File: src/rtl/dds_wave_reader.sv
// ============================================================================
// dds_wave_reader
// ----------------------------------------------------------------------------
// Read-side engine for the 64-entry waveform pROMs (sawtooth, sine, ...).
// A DDS phase accumulator picks the ROM address. A sample-rate divider sets
// how often a read is issued. Each ROM word comes back one cycle after its
// read and is captured into a 2-entry output FIFO. The FIFO feeds the DAC
// path over a valid/ready stream.
//
// Reads are only issued while there is credit: FIFO occupancy plus the read
// in flight, less a same-cycle pop, must leave room for the new word. A tick
// that finds no credit still advances the phase, but it issues no read and
// sets the sticky overrun flag.
//
// Ports
//   clk, rst_n     system clock; asynchronous active-low reset
//   en             run the divider and issue reads (0 = hold phase/divider)
//   ftw_in         frequency tuning word, latched on ftw_load
//   ftw_load       1-cycle pulse: latch ftw_in/div_in, restart the divider
//   div_in         tick period minus 1 (0 = tick every cycle)
//   phase_clr      1-cycle pulse: zero the phase accumulator
//   rom_ad         ROM address (top ADDR_W bits of the phase)
//   rom_ce         ROM clock enable, high only in read-issue cycles
//   rom_oce        ROM output clock enable, tied high (bypass read mode)
//   rom_reset      ROM reset, tied low
//   rom_dout       ROM data, valid the cycle after a rom_ce cycle
//   sample_data    head of the output FIFO
//   sample_valid   output FIFO non-empty
//   sample_ready   consumer accepts when sample_valid & sample_ready
//   overrun        sticky: a tick was dropped for lack of credit
//   overrun_clr    clears overrun (wins over a same-cycle set)
// ============================================================================
module dds_wave_reader #(
    parameter int unsigned PHASE_W = 32,
    parameter int unsigned ADDR_W  = 6,
    parameter int unsigned DATA_W  = 16,
    parameter int unsigned DIV_W   = 16
) (
    input  logic                clk,
    input  logic                rst_n,
    input  logic                en,
    input  logic [PHASE_W-1:0]  ftw_in,
    input  logic                ftw_load,
    input  logic [DIV_W-1:0]    div_in,
    input  logic                phase_clr,
    output logic [ADDR_W-1:0]   rom_ad,
    output logic                rom_ce,
    output logic                rom_oce,
    output logic                rom_reset,
    input  logic [DATA_W-1:0]   rom_dout,
    output logic [DATA_W-1:0]   sample_data,
    output logic                sample_valid,
    input  logic                sample_ready,
    output logic                overrun,
    input  logic                overrun_clr
);

    // ------------------------------------------------------------------------
    // State
    // ------------------------------------------------------------------------
    logic [PHASE_W-1:0] phase_q,  phase_d;
    logic [PHASE_W-1:0] ftw_q,    ftw_d;
    logic [DIV_W-1:0]   div_q,    div_d;
    logic [DIV_W-1:0]   divcnt_q, divcnt_d;

    // Low during reset and for the first edge after release, so nothing is
    // issued while rst_n is asserted.
    logic               active_q, active_d;

    // A ROM read was issued last cycle; its data is on rom_dout now.
    logic               inflight_q, inflight_d;

    // 2-entry output FIFO
    logic [DATA_W-1:0]  buf0_q,   buf0_d;
    logic [DATA_W-1:0]  buf1_q,   buf1_d;
    logic               rd_ptr_q, rd_ptr_d;
    logic               wr_ptr_q, wr_ptr_d;
    logic [1:0]         count_q,  count_d;

    logic               overrun_q, overrun_d;

    // ------------------------------------------------------------------------
    // Combinational control
    // ------------------------------------------------------------------------
    logic               tick;
    logic               pop;
    logic               push;
    logic [1:0]         occupancy;
    logic               credit;
    logic               issue;
    logic [PHASE_W-1:0] phase_base;

    always_comb begin
        tick = en & active_q & (divcnt_q == div_q);
        pop  = (count_q != 2'd0) & sample_ready;
        push = inflight_q;

        // A pop in the same cycle frees a slot for the new read. Without it,
        // div=0 could not keep up one sample per cycle with only two entries.
        occupancy = count_q + 2'(inflight_q) - 2'(pop);
        credit    = (occupancy < 2'd2);
        issue     = tick & credit;

        // phase_clr coinciding with a tick makes that read use address 0.
        phase_base = phase_clr ? '0 : phase_q;
    end

    // The read is issued in the tick cycle itself, so the tick-to-valid
    // latency is 2 cycles: ROM data in T+1, captured at the end of T+1.
    assign rom_ad    = phase_base[PHASE_W-1 -: ADDR_W];
    assign rom_ce    = issue;
    assign rom_oce   = 1'b1;
    assign rom_reset = 1'b0;

    // ------------------------------------------------------------------------
    // Tuning registers and divider
    // ------------------------------------------------------------------------
    always_comb begin
        ftw_d    = ftw_q;
        div_d    = div_q;
        divcnt_d = divcnt_q;
        active_d = 1'b1;

        if (ftw_load) begin
            ftw_d = ftw_in;
            div_d = div_in;
        end

        if (ftw_load) begin
            divcnt_d = '0;
        end else if (tick) begin
            divcnt_d = '0;
        end else if (en && active_q) begin
            divcnt_d = divcnt_q + DIV_W'(1);
        end
    end

    // ------------------------------------------------------------------------
    // Phase accumulator
    // ------------------------------------------------------------------------
    always_comb begin
        phase_d = phase_q;
        if (tick) begin
            // Advances on every tick, with or without credit; wrap is silent.
            phase_d = phase_base + ftw_q;
        end else if (phase_clr) begin
            phase_d = '0;
        end
    end

    // ------------------------------------------------------------------------
    // Read pipeline and output FIFO
    // ------------------------------------------------------------------------
    always_comb begin
        inflight_d = issue;

        buf0_d   = buf0_q;
        buf1_d   = buf1_q;
        wr_ptr_d = wr_ptr_q;
        rd_ptr_d = rd_ptr_q;

        if (push) begin
            if (wr_ptr_q) begin
                buf1_d = rom_dout;
            end else begin
                buf0_d = rom_dout;
            end
            wr_ptr_d = ~wr_ptr_q;
        end

        if (pop) begin
            rd_ptr_d = ~rd_ptr_q;
        end

        count_d = count_q + 2'(push) - 2'(pop);
    end

    assign sample_data  = rd_ptr_q ? buf1_q : buf0_q;
    assign sample_valid = (count_q != 2'd0);

    // ------------------------------------------------------------------------
    // Overrun flag
    // ------------------------------------------------------------------------
    always_comb begin
        overrun_d = overrun_q;
        if (overrun_clr) begin
            overrun_d = 1'b0;
        end else if (tick && !credit) begin
            overrun_d = 1'b1;
        end
    end

    assign overrun = overrun_q;

    // ------------------------------------------------------------------------
    // Registers
    // ------------------------------------------------------------------------
    always_ff @(posedge clk or negedge rst_n) begin
        if (!rst_n) begin
            phase_q    <= '0;
            ftw_q      <= '0;
            div_q      <= '0;
            divcnt_q   <= '0;
            active_q   <= 1'b0;
            inflight_q <= 1'b0;
            buf0_q     <= '0;
            buf1_q     <= '0;
            rd_ptr_q   <= 1'b0;
            wr_ptr_q   <= 1'b0;
            count_q    <= '0;
            overrun_q  <= 1'b0;
        end else begin
            phase_q    <= phase_d;
            ftw_q      <= ftw_d;
            div_q      <= div_d;
            divcnt_q   <= divcnt_d;
            active_q   <= active_d;
            inflight_q <= inflight_d;
            buf0_q     <= buf0_d;
            buf1_q     <= buf1_d;
            rd_ptr_q   <= rd_ptr_d;
            wr_ptr_q   <= wr_ptr_d;
            count_q    <= count_d;
            overrun_q  <= overrun_d;
        end
    end

endmodule
File: config.mk
export PLATFORM = sky130hd
export DESIGN_NAME = dds_wave_reader
export DESIGN_NICKNAME = d
export VERILOG_FILES = /design/src/rtl/dds_wave_reader.sv
export SDC_FILE = /design/constraint.sdc
export NUM_CORES = 1
export LEC_CHECK = 0
export ABC_CLOCK_PERIOD_IN_PS = 3800
export CORE_ASPECT_RATIO = 0.9
export CORE_MARGIN = 2
export CORE_UTILIZATION = 50
export DETAILED_ROUTE_END_ITERATION = 7
export HOLD_SLACK_MARGIN = 0.02
export PLACE_DENSITY = 0.8
export SYNTH_ARGS = -nofsm -noshare
export SYNTH_HDL_FRONTEND = slang
export SYNTH_SLANG_ARGS = --single-unit
File: constraint.sdc
create_clock -name clk -period 3.8 [get_ports clk]
set_input_delay 0.57 -clock clk [delete_from_list [all_inputs] [get_ports clk]]
set_output_delay 0.57 -clock clk [all_outputs]
set_load 0.01 [all_outputs]
* After elaboration in Yosys (flattened, before gate mapping)
Index checks and enable logic that the tools add are counted.
** Word-level totals
- Flip-flop bits (word level) :: 135
- Input port bits :: 71
- Output and inout port bits :: 27
- Word-level logic and storage cells :: 40
** Operators by class
- $add $sub $neg :: 4
- Magnitude comparators :: 1
- Equal/unequal tests :: 1
- Multiplexer cells :: 8
- Bitwise logic cells :: 6
- Reduce and logical (&&, ||, !) cells :: 8
** Operator list (count)
- 16-bit 2-to-1 mux :: 4
- 32-bit 2-to-1 mux :: 2
- 32-bit adder :: 1
- 16-bit by 1-bit adder with 16-bit output, second input constant :: 1
- 16-bit equality test :: 1
- 1-bit bitwise AND :: 4
- 2-bit AND reduction :: 2
- 2-bit nonzero test :: 2
- 3-bit nonzero test :: 1
- 2-bit by 1-bit adder with 2-bit output :: 1
- 1-bit logical AND :: 2
- 2-bit less-than comparator, second input constant :: 1
- 1-bit 2-to-1 mux :: 2
- 1-bit inverter :: 2
- 2-bit by 1-bit subtractor with 2-bit output :: 1
- 1-bit zero test :: 1

* Longest topological paths before layout
- Depth in word-level cells :: 8
- Gate-level depth with buffers :: 13

* Worst setup path after synthesis
No wires, ideal clock.
- Path kind :: input -> register
- Start :: input port phase_clr
- End :: register phase_q[28]
- Library setup time :: 125 ps
- Arrival :: 3000 ps
- Setup slack :: 676 ps
- Stages on the path :: 13
- Buffers on the path :: 1
- Path through :: clkbuf_1 > nor2b_1 > ha_1 > fa_1 > a21oi_2 > o21ai_1 > a21oi_2 > o41ai_2 > a41o_2 > a21oi_1 > a21oi_1 > xor2_1 > mux2_2
** On the way
- Longest elaborated chain between the ends :: 3
** RTL lines
- from (decl) :: RTL line 45 : input logic phase_clr,
- 32-bit 2-to-1 mux (*)
- 32-bit adder :: RTL line 145 : phase_d = phase_base + ftw_q;
- 32-bit 2-to-1 mux (*) :: RTL line 143 : if (tick) begin
- named net phase_d[28] :: RTL line 61 : logic [PHASE_W-1:0] phase_q, phase_d;
- to (signal assigned) :: RTL line 213 : phase_q <= phase_d;
- to (decl) :: RTL line 61
The timed path passes the listed nets; every way through them passes the cells marked *.
A chain may end at the register's enable or synchronous reset.

* Final worst setup path
- Start :: register count_q[1]
- End :: output port rom_ce
** On the way
- Longest elaborated chain between the ends :: 5
- Elaborated cells on any way between the ends :: 6
- Classes of those cells :: add/sub (2); order compare (1); bitwise (2); reduce/logical (1)
** RTL lines
- from (decl) :: RTL line 78 : logic [1:0] count_q, count_d;
- from (signal assigned) :: RTL line 223 : count_q <= count_d;
- 2-bit nonzero test :: RTL line 95 : pop = (count_q != 2'd0) & sample_ready;
- 1-bit bitwise AND :: RTL line 95
- named net pop :: RTL line 86 : logic pop;
- 2-bit by 1-bit subtractor with 2-bit output
- named net count_d[1] :: RTL line 78
- 2-bit less-than comparator :: RTL line 101 : credit = (occupancy < 2'd2);
- 1-bit bitwise AND :: RTL line 102 : issue = tick & credit;
- to (decl) :: RTL line 47 : output logic rom_ce,
The timed path passes the listed nets, and every way through them passes these cells.

==> summary.txt <==
Status
  – Status: completed

Cells and area
  – Layout cells sized above 1: 0.209
  – Final core utilization: 0.630
  – Most common cell after layout, fill and taps aside: dfrtp_1
  – Area occupied by multi-input gates: between 3000 and 4000 um2
  – Register area: roughly 3400 um2
  – Filler Cell Count: ~1,200
  – N_diodes: 0
  – Fin nets: 896
  – Most frequent cells in the layout: dfrtp_1 (135), mux2_2 (103), clkdlybuf4s50_1 (93), nand2_1 (63)
  – Layout area overhead: 24.2%

Floorplan
  – Core ar.: between 10,000 and 15,000 um2
  – Effective utilization at floorplan: 0.507
  – Die width: between 100 and 150 um
  – Die Y: 119 um
  – FP Rows: 42
  – I/O Pins: between 90 and 100
  – Area of the die: ~16,000 um2

Pwr
  – Total design power: approximately 0.0039 W
  – Clock share of power: 0.425
  – PwrDens: approximately 420 nW/um2
  – P_leak: around 4.2 nW
  – Logic pwr share: 0.162
  – Seq pwr share: 0.413
  – Internal power: 0.00286 W
  – Max IR drop VDD: 0.000335 V
  – Net Sw Power: about 0.0010 W
  – Sw Ratio: 0.266

Min path
  – Hold WC Path Type: in -> async

Clock network
  – Hold_buf cts: 0
  – CTS HTree Levels: 4
  – Num CTS Buffers: 17
  – Root buffer cell: clkbuf_16
  – CTS tree: yes
  – Clock Latency Late Sink: between 400 and 500 ps
  – Bufs on Longest Clock Path: 2
  – Sink Count: 135
  – Worst-path clk slew: 60 ps
  – Post_cts resized: 0
  – Setup Fix Bufs, Post-CTS: 0

Global route
  – Initial antenna violation count: 0
  – Grt ovf: 0
  – Total track usage: 0.214
  – Number of global-route vias before repair: 5,500
  – Largest net degree at the start of global routing: 71
  – First-pass GRT wire length: between 20,000 and 30,000 um

Yosys
  – Area contributors post-synth: dfrtp_1 (46%), mux2_2 (16%), ha_1 (5.7%)
  – Post-Syn Area per Cell: 10.7 um2
  – Flops & latches, synth: around 140
  – Post-synth EDFFs: 0
  – Post-Synthesis Cells: between 600 and 700
  – Synthesis Warnings: 0
  – Area leader, netlist: dfrtp_1
  – Post-synthesis sequential area ratio: 0.456
  – Post-synth ARST share: 1.00
  – Synthesized area: around 7400 um2
  – Post-synthesis cell type count: 56
  – Main synth FF type: dfrtp_1
  – Post-synth top area share: 0.456

Flow run
  – Max_cap viols: 0

Timing
  – Slew Limit Fails: 0
  – Worst setup margin: between 300 and 400 ps
  – Hold Vio Cnt, Final: 0
  – Clk_skew: 8.89 ps
  – Period utilization: 0.912
  – Worst rel slew slack: 0.444
  – Min cycle time layout: roughly 3500 ps
  – RSZ-0062 raised after global routing: no
  – Worst Max-Slew Pin Slew: around 830 ps
  – Setup_tns: 0 ps
  – Final setup violation count: 0
  – F_max: just under 300 MHz

Routing
  – Total detailed-routing wirelength: approximately 16,000 um
  – DR vias/cell: ~5.5
  – # DRC: 0
  – First drt pass iteration count: 6
  – Via total after detailed routing: 5,499
  – Initial DRC Count: ~360
  – Final antenna-violating net count: 0
  – Per-cell routed wire length: 16.3 um

Critical path
  – Reg2Reg Depth: 12
  – Critical path arrival: about 2900 ps
  – CP max stage cell: clkdlybuf4s50_1
  – Maximum single-stage delay on the critical path: 580 ps
  – Cells along the critical path: or2_2, and2_1, ha_1, inv_1, ha_1, xnor2_1, xnor2_1, nor2_1, clkdlybuf4s50_1
  – R2R setup slack: 970 ps
  – CP Launch Point: count_q[1]$_DFF_PN0_
  – R2R Path End: phase_q[28]$_DFF_PN0_
  – WS Path Type: reg -> out
  – CP Capture Type: output pin
  – Reg2Reg Launch Point: phase_q[0]$_DFF_PN0_
  – Worst Path Max Fanout: 3
  – WP data required: 3230 ps
  – Crit path launch type: register

Place
  – Hpwl dp: roughly 12,000 um
  – Final Wtd Congestion: ~0.93
  – Post-Place Worst Slack: between 150 and 200 ps
  – Port Buffers: 95
## area by class of cell
| cell class | count | area share |
|---|---|---|
| flip-flops and latches | 135 | 0.367 |
| repair buffers | 110 | 0.116 |
| clock inverters | 15 | 0.0185 |
| well taps | 198 | 0.0269 |
| multi-input cells | 515 | 0.420 |
| clock buffers | 17 | 0.0462 |
| inverters | 11 | 0.00449 |
## flip-flops by register name, indices dropped and copies added (netlist names)
signal and flops:
overrun 1, wr_ptr_q 1, active_q 1, buf0_q 16
rd_ptr_q 1, ftw_q 32, divcnt_q 16, phase_q 32
div_q 16, inflight_q 1, buf1_q 16, count_q 2
## worst max path at each step
stage | to | depth (start not counted) | slack, ps
finish | rom_ce | 9 | 330
floorplan | phase_q[28]$_DFF_PN0_ | 13 | 680
global route | rom_ce | 9 | 170
CTS | rom_ce | 9 | 290
global placement | phase_q[29]$_DFF_PN0_ | 14 | 250
detailed placement | phase_q[29]$_DFF_PN0_ | 14 | 170
## critical path: cells and delay by family, from the launching register on
family,cells,cell delay [ps]
fa+ha+maj,2,460
xor+xnor,2,350
simple gates,3,670
flops,1,390
buf+inv,2,620
## layer usage
layer,global-route usage,up-vias,share of wire
met2,0.336,136,0.47
met4,0.0659,0,0.011
met5,0,-,0
met1,0.297,2723,0.47
li1,-,2622,-
met3,0.0481,18,0.046
## cell families (layout without fill, tap and decap cells)
| group | after synthesis | in the layout | synth area share |
|---|---|---|---|
| fa+ha+maj | 35 | 35 | 0.0601 |
| flops | 135 | 135 | 0.456 |
| buf+inv | 41 | 153 | 0.0225 |
| xor+xnor | 58 | 58 | 0.0686 |
| other cells | 2 | 3 | 0.00101 |
| compound gates | 121 | 121 | 0.106 |
| mux | 104 | 104 | 0.158 |
| simple gates | 194 | 194 | 0.128 |
## power groups by stage
stage / Clock (W) / Sequential (W) / Combinational, W
after global placement: 0 / 0.00163 / 0.000607
after global routing: 0.00173 / 0.00162 / 0.000684
after CTS: 0.00168 / 0.00161 / 0.000636
after detailed placement: 0 / 0.00164 / 0.000629
after floorplan: 0 / 0.00158 / 0.000380
final: 0.00165 / 0.00161 / 0.000631
## cell usage after synthesis (2+ instances only)
cell type / n
xnor2_1: 24
o21a_1: 2
a21boi_0: 2
nand4_1: 11
and2_1: 4
a21oi_2: 2
a21oi_1: 35
nand2b_1: 3
nor2b_1: 37
inv_1: 10
and3_1: 10
nand2_1: 63
xor2_1: 34
buf_4: 2
o21ai_2: 4
o21bai_1: 6
ha_1: 34
o21ai_0: 30
nor3_1: 9
o21ai_1: 7
nor4_1: 2
nor2_1: 37
a211oi_1: 3
dfrtp_1: 135
clkbuf_1: 21
conb_1: 2
nand3_1: 10
buf_1: 3
or3_1: 4
a21o_1: 14
buf_2: 3
mux2_2: 103
## stage by stage
stage	cells	area, um2	hold WS (ps)
after floorplan	691	7410	274
after global placement	969	8600	475
after detailed placement	969	8600	491
after CTS	1001	9200	265
after global routing	1001	9200	314
final	1001	9200	214
No activity file was read; power rests on OpenSTA's default activity.
